$ cat src/rtl/ifetch_queue_if.sv
// rtl/ifetch_queue_if.sv - redirect, instruction-memory and decode signals of the fetch queue
interface ifetch_queue_if #(
  parameter int DEPTH = 4
);
  localparam int CW = $clog2(DEPTH) + 1;

  logic          redirect;
  logic [31:0]   redirect_addr;
  logic          imem_req;
  logic [31:0]   imem_addr;
  logic          imem_ack;
  logic [31:0]   imem_rdata;
  logic          inst_valid;
  logic [31:0]   inst_word;
  logic [31:0]   inst_pc;
  logic          inst_ready;
  logic [CW-1:0] fq_count;

  // Fetch-queue side
  modport master (
    input  redirect, redirect_addr, imem_ack, imem_rdata, inst_ready,
    output imem_req, imem_addr, inst_valid, inst_word, inst_pc, fq_count
  );

  // Environment side: PC logic, instruction memory and decode
  modport slave (
    output redirect, redirect_addr, imem_ack, imem_rdata, inst_ready,
    input  imem_req, imem_addr, inst_valid, inst_word, inst_pc, fq_count
  );
endinterface

$ cat src/rtl/ifetch_queue.sv
// rtl/ifetch_queue.sv - instruction fetch queue: imem req/ack fetcher feeding a PC-tagged FIFO
// Optional macro IFQ_BYPASS_EN: forward an ack word straight to decode when the FIFO is empty.
module ifetch_queue #(
  parameter int          DEPTH      = 4,
  parameter logic [31:0] RESET_ADDR = 32'h0000_0000
) (
  input logic           clk,
  input logic           reset,
  ifetch_queue_if.master bus
);
  localparam int AW = $clog2(DEPTH);
  localparam int CW = AW + 1;
  localparam logic [CW-1:0] FULL = CW'(DEPTH);

  typedef enum logic [1:0] {IDLE, WAIT, DISCARD} state_t;

  state_t        state_q;
  logic          imem_req_q;
  logic [31:0]   imem_addr_q;
  logic [31:0]   fetch_ptr_q, fetch_ptr_d;
  logic [31:0]   word_q [DEPTH];
  logic [31:0]   pc_q   [DEPTH];
  logic [AW-1:0] rd_ptr_q, wr_ptr_q;
  logic [CW-1:0] count_q, count_d;

  logic head_valid;
  logic bypass_hit;
  logic bypass_take;
  logic accept;
  logic push;
  logic pop;
  logic space;

  // Per-cycle decisions: what is accepted, pushed, popped, and where fetching continues
  always_comb begin
    head_valid  = (count_q != '0);
    bypass_hit  = 1'b0;
`ifdef IFQ_BYPASS_EN
    bypass_hit  = !head_valid && (state_q == WAIT) && bus.imem_ack && !bus.redirect;
`endif
    bypass_take = bypass_hit && bus.inst_ready;
    // Redirect voids both the same-cycle pop and the returning word
    pop         = head_valid && bus.inst_ready && !bus.redirect;
    accept      = (state_q == WAIT) && bus.imem_ack && !bus.redirect;
    push        = accept && !bypass_take;

    fetch_ptr_d = fetch_ptr_q;
    if (bus.redirect) begin
      fetch_ptr_d = {bus.redirect_addr[31:2], 2'b00};
    end else if (accept) begin
      fetch_ptr_d = fetch_ptr_q + 32'd4;
    end

    if (bus.redirect) begin
      count_d = '0;
    end else begin
      count_d = count_q + CW'(push) - CW'(pop);
    end
    // A request may only go out if its word is guaranteed a slot
    space = (count_d < FULL);
  end

  // Fetch FSM: owns the request handshake and the fetch pointer
  always_ff @(posedge clk or posedge reset) begin
    if (reset) begin
      state_q     <= IDLE;
      imem_req_q  <= 1'b0;
      imem_addr_q <= RESET_ADDR;
      fetch_ptr_q <= RESET_ADDR;
    end else begin
      fetch_ptr_q <= fetch_ptr_d;
      case (state_q)
        IDLE: begin
          if (space) begin
            state_q     <= WAIT;
            imem_req_q  <= 1'b1;
            imem_addr_q <= fetch_ptr_d;
          end
        end
        WAIT: begin
          if (bus.imem_ack) begin
            if (space) begin
              imem_addr_q <= fetch_ptr_d;
            end else begin
              state_q    <= IDLE;
              imem_req_q <= 1'b0;
            end
          end else if (bus.redirect) begin
            // Request cannot be withdrawn; keep it up and drop its data later
            state_q <= DISCARD;
          end
        end
        DISCARD: begin
          if (bus.imem_ack) begin
            state_q     <= WAIT;
            imem_addr_q <= fetch_ptr_d;
          end
        end
        default: begin
          state_q    <= IDLE;
          imem_req_q <= 1'b0;
        end
      endcase
    end
  end

  // PC-tagged FIFO storage and occupancy
  always_ff @(posedge clk or posedge reset) begin
    if (reset) begin
      rd_ptr_q <= '0;
      wr_ptr_q <= '0;
      count_q  <= '0;
      for (int i = 0; i < DEPTH; i++) begin
        word_q[i] <= '0;
        pc_q[i]   <= '0;
      end
    end else begin
      count_q <= count_d;
      if (bus.redirect) begin
        rd_ptr_q <= '0;
        wr_ptr_q <= '0;
      end else begin
        if (push) begin
          word_q[wr_ptr_q] <= bus.imem_rdata;
          pc_q[wr_ptr_q]   <= imem_addr_q;
          wr_ptr_q         <= wr_ptr_q + AW'(1);
        end
        if (pop) begin
          rd_ptr_q <= rd_ptr_q + AW'(1);
        end
      end
    end
  end

  assign bus.imem_req  = imem_req_q;
  assign bus.imem_addr = imem_addr_q;
  assign bus.fq_count  = count_q;
`ifdef IFQ_BYPASS_EN
  assign bus.inst_valid = head_valid || bypass_hit;
  assign bus.inst_word  = bypass_hit ? bus.imem_rdata : word_q[rd_ptr_q];
  assign bus.inst_pc    = bypass_hit ? imem_addr_q    : pc_q[rd_ptr_q];
`else
  assign bus.inst_valid = head_valid;
  assign bus.inst_word  = word_q[rd_ptr_q];
  assign bus.inst_pc    = pc_q[rd_ptr_q];
`endif
endmodule

$ cat src/flat_wrapper.sv
// flat-port wrapper written by rule: the top's interface ports become plain ports
module ifetch_queue_flat 
#(
  parameter int          DEPTH      = 4,
  parameter logic [31:0] RESET_ADDR = 32'h0000_0000
)
  (clk, reset, bus_redirect, bus_redirect_addr, bus_imem_ack, bus_imem_rdata, bus_inst_ready, bus_imem_req, bus_imem_addr, bus_inst_valid, bus_inst_word, bus_inst_pc, bus_fq_count);
  ifetch_queue_if #(.DEPTH(DEPTH)) bus_i ();
  input logic clk;
  input logic reset;
  input wire logic [$bits(bus_i.redirect)-1:0] bus_redirect;
  input wire logic [$bits(bus_i.redirect_addr)-1:0] bus_redirect_addr;
  input wire logic [$bits(bus_i.imem_ack)-1:0] bus_imem_ack;
  input wire logic [$bits(bus_i.imem_rdata)-1:0] bus_imem_rdata;
  input wire logic [$bits(bus_i.inst_ready)-1:0] bus_inst_ready;
  output wire logic [$bits(bus_i.imem_req)-1:0] bus_imem_req;
  output wire logic [$bits(bus_i.imem_addr)-1:0] bus_imem_addr;
  output wire logic [$bits(bus_i.inst_valid)-1:0] bus_inst_valid;
  output wire logic [$bits(bus_i.inst_word)-1:0] bus_inst_word;
  output wire logic [$bits(bus_i.inst_pc)-1:0] bus_inst_pc;
  output wire logic [$bits(bus_i.fq_count)-1:0] bus_fq_count;
  assign bus_i.redirect = bus_redirect;
  assign bus_i.redirect_addr = bus_redirect_addr;
  assign bus_i.imem_ack = bus_imem_ack;
  assign bus_i.imem_rdata = bus_imem_rdata;
  assign bus_i.inst_ready = bus_inst_ready;
  assign bus_imem_req = bus_i.imem_req;
  assign bus_imem_addr = bus_i.imem_addr;
  assign bus_inst_valid = bus_i.inst_valid;
  assign bus_inst_word = bus_i.inst_word;
  assign bus_inst_pc = bus_i.inst_pc;
  assign bus_fq_count = bus_i.fq_count;
  ifetch_queue #(.DEPTH(DEPTH), .RESET_ADDR(RESET_ADDR)) u_core (.clk(clk), .reset(reset), .bus(bus_i));
endmodule
$ cat config.mk
export PLATFORM = sky130hd
export DESIGN_NAME = ifetch_queue_flat
export DESIGN_NICKNAME = d
export VERILOG_FILES = /design/src/rtl/ifetch_queue_if.sv /design/src/rtl/ifetch_queue.sv /design/src/flat_wrapper.sv
export SDC_FILE = /design/constraint.sdc
export NUM_CORES = 1
export LEC_CHECK = 0
export ABC_AREA = 1
export BUFFER_PORTS_ARGS = -buffer_cell sky130_fd_sc_hd__buf_2
export CORE_ASPECT_RATIO = 0.75
export CORE_UTILIZATION = 63
export DETAILED_ROUTE_END_ITERATION = 8
export HOLD_SLACK_MARGIN = 0.06
export PLACE_DENSITY_LB_ADDON = 0.2
export REMOVE_ABC_BUFFERS = 1
export SYNTH_ARGS = -nofsm -noshare
export SYNTH_HDL_FRONTEND = slang
export SYNTH_SLANG_ARGS = --single-unit
$ cat constraint.sdc
create_clock -name clk -period 25.7 [get_ports clk]
set_input_delay 2.57 -clock clk [delete_from_list [all_inputs] [get_ports clk]]
set_output_delay 2.57 -clock clk [all_outputs]
set_load 0.01 [all_outputs]
# Yosys cells after proc, flatten, opt, wreduce, memory -nomap -nowiden

Cells that the tools add are included.

Register bits: 330
Output and inout port bits: 101
Logic and storage cells: 82

Add/sub/neg operators: 5
$lt $le $gt $ge: 4
Eq/ne operators: 8
Multiplexer cells: 31
Bitwise gates (word level): 4
Reductions and logical operators: 15

Operator list:

| kind                                                                          | number |
|---|---|
| 32-bit two-way mux                                                            | 10 |
| 128-bit bitwise mux                                                           | 2 |
| 32-bit binary-select mux with 2-bit select                                    | 2 |
| 32-bit case mux with 3 select lines                                           | 1 |
| 32-bit demux with 2-bit select                                                | 1 |
| 32-bit by 3-bit adder with 32-bit output (second input constant)              | 1 |
| 2-bit two-way mux                                                             | 9 |
| 4-bit AND reduction                                                           | 2 |
| 3-bit >= comparator (second input constant)                                   | 2 |
| 2-bit inequality test (second input constant)                                 | 3 |
| 3-bit inequality test (second input constant)                                 | 2 |
| 2-bit inverter with 3-bit output                                              | 2 |
| 2-bit case mux with 3 select lines                                            | 1 |
| 3-bit nonzero test                                                            | 2 |
| 1-bit logical AND                                                             | 5 |
| 2-bit by 1-bit adder with 2-bit output (second input constant)                | 2 |
| 2-bit nonzero test                                                            | 2 |
| 3-bit by 1-bit adder with 3-bit output                                        | 1 |
| 3-bit by 1-bit less-than comparator with 1-bit output (second input constant) | 1 |
| 3-bit less-than comparator (second input constant)                            | 1 |
| 1-bit two-way mux                                                             | 3 |
| 3-bit two-way mux                                                             | 1 |
| 1-bit case mux with 3 select lines                                            | 1 |
| 3-bit AND reduction                                                           | 1 |
| other kinds (8)                                                               | 9 |

# Longest topological paths before layout

Gate-level depths: netlist (run 1).

Word-level depth: 10
Gate-level depth with buffers: 18
Gate-level depth less buffers: 17

# Worst setup path before layout (run 1)

No wires, ideal clock.

Kind: in2reg
Start point: input bus_redirect
End point: register u_core.imem_addr_q[17], in the netlist u_core.bus.imem_addr[17]
Setup time: 0.117 ns
Arrival: 4.544 ns
Data required time: 25.583 ns
Slack: 21.038 ns
Stages on the path: 16
Path buffers: 2
Cell sequence: clkbuf_1 nor2_1 ha_1 inv_1 ha_1 inv_1 fa_1 inv_1 nand2_1 nand3_2 o21ai_1 a21oi_2 inv_2 buf_2 nand2_1 nand2_1

Word-level cells in the longest chain between the ends: 9
Elaborated cells on any way between the ends: 13
Classes of those cells: 2 x add/sub; 1 x order compare; 7 x mux; 3 x reduce/logical

RTL lines:

| what                                        | RTL line                               | RTL |
|---|---|---|
| start: declaration                          | flat_wrapper.sv:11                     | `input wire logic [$bits(bus_i.redirect)-1:0] bus_redirect;` |
| 1-bit logical NOT                           | ifetch_queue.sv:43, ifetch_queue.sv:44 |  |
| 1-bit logical AND                           | ifetch_queue.sv:44                     | `accept = (state_q == WAIT) && bus.imem_ack && !bus.redirect;` |
| 3-bit by 1-bit adder with 3-bit output      | ifetch_queue.sv:57                     | `count_d = count_q + CW'(push) - CW'(pop);` |
| 3-bit by 1-bit subtractor with 3-bit output | ifetch_queue.sv:57                     |  |
| 3-bit two-way mux                           | ifetch_queue.sv:54                     | `if (bus.redirect) begin` |
| 3-bit less-than comparator                  | ifetch_queue.sv:60                     | `space = (count_d < FULL);` |
| 32-bit two-way mux                          | ifetch_queue.sv:74, ifetch_queue.sv:82 |  |
| 32-bit two-way mux                          | ifetch_queue.sv:81                     | `if (bus.imem_ack) begin` |
| 32-bit case mux with 3 select lines *       | ifetch_queue.sv:72                     | `case (state_q)` |
| end signal: assignment                      | ifetch_queue.sv:77                     | `imem_addr_q <= fetch_ptr_d;` |
| end signal: assignment                      | ifetch_queue.sv:83                     | `imem_addr_q <= fetch_ptr_d;` |
| end signal: assignment                      | ifetch_queue.sv:96                     | `imem_addr_q <= fetch_ptr_d;` |
| end: declaration                            | ifetch_queue.sv:19                     | `logic [31:0] imem_addr_q;` |

Mark *: on every way between the ends. The rest lies on a longest branch, timed or not. The select of a mux whose other input is x is not followed.
A chain may end at the register's enable or synchronous reset.

# Final worst setup path (run 1)

Start point: register u_core.rd_ptr_q[0]
End point: output bus_inst_pc[24]

Word-level cells in the longest chain between the ends: 4

RTL lines:

| what                                                   | RTL line            | RTL |
|---|---|---|
| start: declaration                                     | ifetch_queue.sv:23  | `logic [AW-1:0] rd_ptr_q, wr_ptr_q;` |
| start signal: assignment                               | ifetch_queue.sv:129 | `rd_ptr_q <= rd_ptr_q + AW'(1);` |
| 2-bit inverter with 3-bit output (not written as such) | ifetch_queue.sv:145 | `assign bus.inst_pc = pc_q[rd_ptr_q];` |
| 32-bit binary-select mux with 2-bit select             | ifetch_queue.sv:145 |  |
| 32-bit two-way mux (not written as such) (2 in a row)  | ifetch_queue.sv:145 |  |
| end: declaration                                       | flat_wrapper.sv:20  | `output wire logic [$bits(bus_i.inst_pc)-1:0] bus_inst_pc;` |

No other way between the ends. The select of a mux whose other input is x is not followed.

==> reports/qor.csv, run 1 <==
stage,metric,value,unit
status,status,completed,
routing,drc_errors,0,
critical_path,crit_path_max_fanout,96,
power,leakagePower,0.00840,uW
place,detailed_place_hpwl,21300,um
floorplanning,die_h,135,um
timing,rsz0062_at_grt,no,
grt,overflow,0,
routing,ant_nets,0,
critical_path,startpoint_type,flop,
grt,grt_pass1_vias,11602,
power,swShare,36.3,%
floorplanning,pin_count,170,
grt,grt_max_degree,139,
cts,hold_buffers,0,
routing,vias,12531,
critical_path,critPathKind,flop to output port,
critical_path,r2r-start,u_core.state_q[1],
timing,timing.final.crit_period,5.82,ns
power,vdd_drop_max,79.6,uV
min_path,holdCritPathClass,flop to flop,
place,gp_congestion,0.918,
timing,fmax,172,MHz
yosys,ys_types,39,
power,clock_power_share,26.8,%
floorplanning,start_util,64.3,%
floorplanning,core-area,0.0230,sq mm
routing,via_per_inst,5.75,
routing,routed.top_layer,met4,
finish,mostFrequentLayoutCell,nand2_1,
critical_path,r2r_setup_slack,22.14,ns
timing,worst_slew_pin_slew,1.02,ns
timing,timing.final.ws_setup,19.88,ns
finish,num-fill-cells,1726,
yosys,avgSynthCellArea,8.43,sq um
yosys,synthCells,1753,
timing,final.setup_skew,0.0164,ns
power,pwr-share-seq,41.3,%
finish,final_util,73.2,%
finish,nNetsFinal,1929,
floorplanning,die_w,179,um
finish,final-seq-area,0.00826,sq mm
timing,min_period_over_period,22.7,%
cts,clk_pin_slew_worst_paths,0.06,ns
timing,slew_violations,0,
timing,finalHoldViolations,0,
cts,cts.repair.resized,0,
timing,setup_tns,0,ns
timing,relSlewSlack,32.3,%
yosys,syn_area,0.0148,sq mm
critical_path,worstSetupEndpointType,output port,
cts,insertion_delay,0.57,ns
finish,layout_common_cells,"412 x nand2_1, 408 x o21ai_0, 328 x dfrtp_1",
routing,wirelength,36400,um
routing,wire_per_inst,16.7,um
routing,route.met3.wl,2810,um
yosys,ys_ff_latch,330,
cts,clk_path_buf_depth,3,
floorplanning,dieArea,0.0241,sq mm
floorplanning,row_count,48,
critical_path,crit_arrival,3.25,ns
flow_run,cap_violations,0,
cts,numClockSinks,330,
cts,cts_buffers,31,
power,p_switching,709,uW
routing,drtPass1Iterations,6,
cts,cts_tree,built,
place,numPortBuffers,167,
yosys,yosysSeqAreaShare,55.9,%
critical_path,required,23.13,ns
routing,drt_iter0_drc,1405,
finish,multi_input_area,0.00564,sq mm
cts,postCtsSetupBuffers,0,
critical_path,crit_path_start,u_core.rd_ptr_q[0],
yosys,yosys_warnings,0,
finish,final_layout_size_suffix_gt1_share,14.6,%
cts,cts_htree_levels,1,
grt,grt_first_pass_wirelength,58900,um
place,pre_cts_slack,19.62,ns
grt,antenna_found_initial,3,
finish,area_growth,13.9,%
critical_path,reg2reg_depth,15,
grt,grtUsageTotal,30.8,%
routing,wl_met1,16300,um
power,p_per_area,116,mW/mm^2
timing,setup_viol,0,
power,comb_power_share,32.0,%
critical_path,r2r-end,u_core.bus.imem_addr[17],
critical_path,cp-endpoint,bus_inst_pc[24],
power,p_int,1250,uW
cts,cts-root-buf,clkbuf_16,
routing,met2WireLength,16700,um
[cells in the mapped netlist (all sizes together)]
library cell	number	area share, %
a21boi	6	0.30
a21oi	6	0.23
and2	3	0.13
buf	38	1.4
clkbuf	76	1.9
dfrtp	330	56
fa	1	0.14
ha	7	0.59
inv	114	2.9
nand2	420	11
nand3	53	2.0
nand3b	1	0.051
nand4	12	0.51
nor2	176	4.8
nor3	2	0.068
o211ai	1	0.051
o21ai	416	14
o21bai	6	0.30
o221ai	1	0.059
o22ai	64	2.7
or2	10	0.42
xnor2	4	0.24
xor2	6	0.36
[routing by layer]
| metal | global-route usage, % | vias up |
|---|---|---|
| li1 | - | 5956 |
| met3 | 3.46 | 53 |
| met5 | 0 | - |
| met4 | 7.72 | 0 |
| met1 | 45.9 | 6008 |
| met2 | 48.5 | 514 |
[logic make-up (layout without fill, tap and decap cells)]
logic type	after synthesis	count (layout)	share of synthesized area (%)
buffers and inverters	228	352	6.21
AOI/OAI and AO/OA	500	500	17.8
xor gates and xnor gates	10	10	0.593
and+or+nand+nor	677	677	18.8
other	0	3	0
DFF	330	330	55.9
adders and majority gates	8	8	0.728
[power groups by stage]
| stage | Clock (uW) | Sequential (uW) | Combinational [uW] |
|---|---|---|---|
| 2_1_floorplan | 0 | 804 | 385 |
| 3_3_place_gp | 0 | 802 | 602 |
| 3_5_place_dp | 0 | 808 | 621 |
| 4_1_cts | 527 | 803 | 628 |
| 5_1_grt | 546 | 825 | 708 |
| 6_report | 523 | 807 | 626 |
[final cells by class]
cell class | count | share of cell area [%]
Sequential cell | 330 | 49.1
Multi-Input combinational cell | 1195 | 33.5
Timing Repair Buffer | 180 | 5.55
Clock buffer | 39 | 5.03
Inverter | 114 | 2.60
Tap cell | 300 | 2.23
Clock inverter | 19 | 1.93
Antenna cell | 3 | 0.0446
[worst min-delay path by stage]
stage,startpoint,endpoint,cells after the start
floorplan,u_core.pc_q[52],u_core.pc_q[52],2
global placement,u_core.pc_q[73],u_core.pc_q[73],2
detailed placement,u_core.pc_q[58],u_core.pc_q[58],2
CTS,u_core.pc_q[54],u_core.pc_q[54],2
global route,u_core.word_q[44],u_core.word_q[44],2
finish,u_core.pc_q[89],u_core.pc_q[89],2
[through the flow]
stage | instance area [sq um] | power [uW] | hold slack, ns | std cells
after floorplan | 14300 | 1190 | 0.448 | 1639
after detailed placement | 15700 | 1430 | 0.468 | 2119
final | 16800 | 1960 | 0.478 | 2180
after global routing | 16800 | 2080 | 0.495 | 2180
after CTS | 16800 | 1960 | 0.483 | 2177
after global placement | 15700 | 1400 | 0.460 | 2119
[state kept, by name (all words and copies together), names as in the netlist]
register              cells
u_core.word_q           128
u_core.rd_ptr_q           2
u_core.bus.imem_addr     32
u_core.fetch_ptr_q       32
u_core.pc_q             128
u_core.bus.imem_req       1
u_core.bus.fq_count       3
u_core.state_q            2
u_core.wr_ptr_q           2
[worst max-delay path: stages (launching register included)]
cell and delay, ns:
dfrtp_4 0.68, inv_4 0.38, buf_4 0.80, o21ai_0 0.26, o22ai_1 0.22, buf_2 0.18
Power figures use the tool's default switching activity.
==> run 2: changes to the inputs <==
--- a/config.mk
+++ b/config.mk
@@ -8,7 +8,7 @@
 export ABC_AREA = 1
 export BUFFER_PORTS_ARGS = -buffer_cell sky130_fd_sc_hd__buf_2
 export CORE_ASPECT_RATIO = 0.75
-export CORE_UTILIZATION = 63
+export CORE_UTILIZATION = 53
 export DETAILED_ROUTE_END_ITERATION = 8
 export HOLD_SLACK_MARGIN = 0.06
 export PLACE_DENSITY_LB_ADDON = 0.2
==> constraint.sdc (replaced) <==
create_clock -name clk -period 5.1 [get_ports clk]
set_input_delay 0.51 -clock clk [delete_from_list [all_inputs] [get_ports clk]]
set_output_delay 0.51 -clock clk [all_outputs]
set_load 0.01 [all_outputs]
==> run 2 against run 1 <==
Hold slack worse by 0.24 ns. Flip-flop and latch count unchanged. Sequential power rose to 5.0 times the previous value. First-iteration DRC count down 40%. Largest cell class unchanged. Clock skew down 0.0037 ns. Routed wire length up 2.3%. Design area up 0.48%. Combinational power rose to 5.1 times the previous value. Sequential share of layout area down 0.23 points. Non-clock buffer count unchanged. Clock power rose to 4.9 times the previous value.
==> reports/qor.csv, run 2 (synthesis gave the netlist of run 1 again) <==
stage,metric,value,unit
cts,cts-root-buf,clkbuf_16,
critical_path,worstSetupEndpointType,output port,
timing,setup_viol,0,
place,pre_cts_slack,1.60,ns
timing,relSlewSlack,33.8,%
cts,hold_buffers,0,
cts,cts_tree,built,
grt,overflow,0,
timing,min_period_over_period,67.9,%
timing,final.setup_skew,0.0127,ns
critical_path,crit_arrival,2.95,ns
cts,clk_pin_slew_worst_paths,0.06,ns
finish,mostFrequentLayoutCell,nand2_1,
power,leakagePower,0.00840,uW
timing,rsz0062_at_grt,no,
timing,worst_slew_pin_slew,0.993,ns
grt,grt_first_pass_wirelength,61800,um
timing,finalHoldViolations,0,
finish,largest_registers,"u_core.pc_q x128, u_core.word_q x128",
routing,vias,12308,
floorplanning,core-area,0.0272,sq mm
finish,final_layout_size_suffix_gt1_share,14.7,%
routing,wirelength,37200,um
finish,finalNonFillerCells,2229,
place,detailed_place_hpwl,22100,um
floorplanning,row_count,52,
cts,postCtsSetupBuffers,0,
critical_path,crit_path_max_fanout,92,
floorplanning,die_w,195,um
min_path,holdCritPathClass,primary input to asynchronous set/reset pin,
grt,grt_pass1_vias,11813,
floorplanning,start_util,54.3,%
finish,nNetsFinal,1932,
place,numPortBuffers,167,
floorplanning,dieArea,0.0286,sq mm
place,dp.cells,2170,
timing,timing.final.crit_period,3.46,ns
critical_path,required,4.59,ns
floorplanning,die_h,147,um
cts,numClockSinks,330,
grt,grtUsageTotal,26.8,%
grt,antenna_found_initial,1,
flow_run,cap_violations,0,
timing,timing.final.ws_setup,1.64,ns
finish,area_growth,14.4,%
place,gp_congestion,0.867,
finish,layout_common_cells,"412 x nand2_1, 408 x o21ai_0, 328 x dfrtp_1",
timing,setup_tns,0,ns
power,p_per_area,579,mW/mm^2
cts,clk_path_buf_depth,3,
floorplanning,pin_count,170,
power,vdd_drop_max,258,uV
timing,fmax,289,MHz
routing,via_per_inst,5.52,
timing,fin_hold_ws,0.242,ns
routing,drtPass1Iterations,5,
cts,cts.repair.resized,0,
routing,drc_errors,0,
routing,drt_iter0_drc,842,
cts,insertion_delay,0.51,ns
grt,grt_max_degree,146,
routing,wire_per_inst,16.7,um
timing,slew_violations,0,
cts,cts_htree_levels,2,
critical_path,startpoint_type,flop,
cts,cts_buffers,34,
routing,ant_nets,0,
status,status,completed,
critical_path,critPathKind,flop to output port,
-- run 2: cell types whose count changed in the layout (fill, tap and decap cells not counted), moves of 2 or more --
cell       previous run  this run
diode_2               3         1
clkbuf_8              4        12
clkbuf_16            31        35
bufinv_16             9         2
buf_4                13        10
buf_12                0         3
clkinv_2              9         3
inv_6                 1         3
-- run 2: report_power, final --
group	switching (uW)	total [uW]	internal (uW)	leakage (uW)
sequential	556	4060	3510	0.00430
clock	1020	2550	1530	0.000575
combinational	2010	3180	1170	0.00353
total	3580	9790	6210	0.00840
-- run 2: path summary, 6_finish.rpt --
kind / endpoint / depth (start not counted) / from / slack [ns]
setup reg to reg: u_core.bus.imem_addr[16] / 13 / u_core.state_q[0] / 1.98
min in group clk: u_core.fetch_ptr_q[27] / 3 / bus_redirect_addr[27] / 0.24
setup / recovery: bus_inst_pc[10] / 5 / u_core.rd_ptr_q[0] / 1.64
hold / removal: u_core.pc_q[64] / 2 / reset / 0.24
max in group asynchronous: u_core.rd_ptr_q[0] / 3 / reset / 3.78
hold reg to reg: u_core.pc_q[44] / 2 / u_core.pc_q[44] / 0.48
-- run 2: through the flow --
step / instance area, sq um / total power (uW) / utilization [%]
after floorplan: 14300 / 5990 / -
after global routing: 16900 / 10500 / 62.2
after CTS: 16900 / 9850 / 62.2
after global placement: 15800 / 7170 / 57.9
after detailed placement: 15800 / 7260 / 57.9
final: 16900 / 9790 / 62.2
-- run 2: final cells by class --
type / count / area [sq um]
clock buffer: 50 / 1050
antenna: 1 / 2.50
clock inverter: 8 / 101
fill: 2405 / 10300
tap: 351 / 439
timing repair buffer: 180 / 971
inverter: 114 / 438
sequential: 330 / 8260
multi-input combinational: 1195 / 5640
-- run 2: layer usage --
layer / global-route usage, % / vias up / routed length, um
met5: 0 / - / 0
met2: 42.2 / 363 / 16800
met3: 3.72 / 45 / 2080
li1: - / 5962 / -
met1: 39.5 / 5938 / 17700
met4: 5.98 / 0 / 578
-- run 2: critical path: stages, from the launching register on --
cell and delay, ns:
dfrtp_4 0.71, inv_4 0.83, buf_4 0.41, o21ai_0 0.13, o22ai_1 0.15, buf_2 0.17
==> run 3: changes to the inputs <==
==> constraint.sdc (replaced) <==
create_clock -name clk -period 2.9 [get_ports clk]
set_input_delay 0.29 -clock clk [delete_from_list [all_inputs] [get_ports clk]]
set_output_delay 0.29 -clock clk [all_outputs]
set_load 0.01 [all_outputs]
==> run 3 against run 2 <==
Final cell count increased by 3.4%. Clock skew decreased by 0.0042 ns. Hold slack got worse by 0.17 ns.
==> reports/qor.csv, run 3 (synthesis gave the netlist of run 1 again) <==
stage,metric,value,unit
status,status,completed,
routing,ant_nets,0,
place,numPortBuffers,167,
timing,finalHoldViolations,0,
routing,wirelength,38600,um
place,place_area,0.0160,sq mm
finish,antenna_cells,0,
finish,finalNonFillerCells,2305,
power,p_per_area,981,mW/mm^2
finish,nNetsFinal,2007,
min_path,holdCritPathClass,primary input to flop,
routing,drtPass1Iterations,5,
timing,worst_slew_pin_slew,0.821,ns
routing,drc_errors,0,
routing,vias,12703,
finish,multi_input_area,0.00565,sq mm
cts,numClockSinks,330,
grt,antenna_found_initial,0,
power,vdd_drop_max,582,uV
place,detailed_place_hpwl,23100,um
flow_run,cap_violations,0,
cts,cts_htree_levels,1,
place,gp_congestion,0.855,
finish,layout_common_cells,"411 x nand2_1, 407 x o21ai_0, 327 x dfrtp_1",
grt,grt_first_pass_wirelength,63400,um
timing,final.setup_skew,0.00848,ns
critical_path,crit_path_max_fanout,15,
critical_path,crit_arrival,3.18,ns
timing,slew_violations,0,
cts,cts_buffers,31,
timing,setup_tns,0,ns
cts,cts-root-buf,clkbuf_16,
timing,timing.final.crit_period,2.74,ns
finish,mostFrequentLayoutCell,nand2_1,
timing,relSlewSlack,45.3,%
finish,final-seq-area,0.00826,sq mm
power,leakagePower,0.00875,uW
cts,clk_path_buf_depth,3,
finish,largest_registers,"u_core.pc_q x128, u_core.word_q x128",
floorplanning,start_util,54.3,%
place,pre_cts_slack,0.195,ns
critical_path,required,3.34,ns
cts,cts_tree,built,
finish,final_layout_size_suffix_gt1_share,15.1,%
grt,grt_max_degree,102,
floorplanning,die_h,147,um
floorplanning,dieArea,0.0286,sq mm
timing,fmax,365,MHz
floorplanning,pin_count,170,
floorplanning,die_w,195,um
critical_path,critPathKind,flop to flop,
finish,fin_area,0.0177,sq mm
critical_path,worstSetupEndpointType,flop,
routing,via_per_inst,5.51,
routing,drt_iter0_drc,1006,
floorplanning,row_count,52,
floorplanning,core-area,0.0272,sq mm
grt,overflow,0,
finish,area_growth,19.7,%
timing,timing.final.ws_setup,0.162,ns
timing,setup_viol,0,
place,dp.cells,2185,
critical_path,startpoint_type,flop,
timing,min_period_over_period,94.4,%
cts,clk_pin_slew_worst_paths,0.07,ns
grt,grtUsageTotal,27.4,%
finish,num-fill-cells,2273,
grt,grt_pass1_vias,12205,
routing,wire_per_inst,16.7,um
cts,insertion_delay,0.56,ns
## run 3: cell count changes in the layout (fill, tap and decap cells not counted), sizes merged
cell / change
buf: +19
clkinv: +6
diode: -1
dlygate4sd3: +58
bufinv: +2
clkbuf: -6
inv: -2
## run 3: layout make-up
type	instances	share of cell area [%]
sequential	330	46.7
clock buffer	43	5.04
timing repair buffer	258	10.4
multi-input combinational	1195	31.9
tap	351	2.48
clock inverter	14	0.983
inverter	114	2.49
## run 3: final timing paths
path                                                 end              startpoint  slack, ns  cells past startpoint
worst max-delay path             u_core.bus.imem_addr[8]  u_core.bus.fq_count[1]       0.16                     17
worst min-delay path            u_core.bus.imem_addr[25]   bus_redirect_addr[25]       0.07                      4
worst max register to register   u_core.bus.imem_addr[8]  u_core.bus.fq_count[1]       0.16                     17
worst min register to register           u_core.pc_q[88]         u_core.pc_q[88]       0.48                      2
max in group asynchronous               u_core.word_q[1]                   reset       1.72                      4
min in group asynchronous                 u_core.pc_q[0]                   reset       0.42                      3
## run 3: timing repair
| item | in CTS | in global routing |
|---|---|---|
| endpoints found under the setup margin | 0 | 32 |
| hold buffers | 58 | 0 |
| gates resized for setup | 0 | 6 |
| buffers inserted | 0 | 4 |
| endpoints found under the hold margin | 230 | 0 |
## run 3: routing by layer
| layer | vias to the layer above | global-route usage, % | wire length, um |
|---|---|---|---|
| met3 | 64 | 3.12 | 1910 |
| met5 | - | 0 | 0 |
| met4 | 0 | 7.09 | 885 |
| met1 | 6186 | 40.1 | 18300 |
| met2 | 348 | 43.6 | 17500 |
| li1 | 6105 | - | - |
## run 3: worst max-delay path, cell delays in order, from the launching register on
cell and delay [ns]:
dfrtp_2 0.41, inv_1 0.08, nand3_1 0.10, nand2_2 0.09, nor2_1 0.05, ha_1 0.27
inv_1 0.07, ha_1 0.14, inv_1 0.04, fa_1 0.38, nand3_1 0.11, nand3_2 0.14
o21ai_2 0.21, a21oi_4 0.06, buf_12 0.15, buf_12 0.15, nand2_1 0.08, o21ai_0 0.07
## run 3: stage by stage
step | total power, uW | hold WS [ns] | util [%]
floorplan | 10500 | 0.355 | -
global placement | 12700 | 0.460 | 58.7
detailed placement | 12900 | 0.468 | 58.7
CTS | 17300 | 0.0627 | 64.7
global route | 18600 | 0.0931 | 65.0
finish | 17400 | 0.0724 | 65.0
## run 3: report_power, final
part           internal [uW]  switching, uW  total, uW
registers               6170            939       7110
logic                   2320           3700       6020
clock network           2490           1750       4240
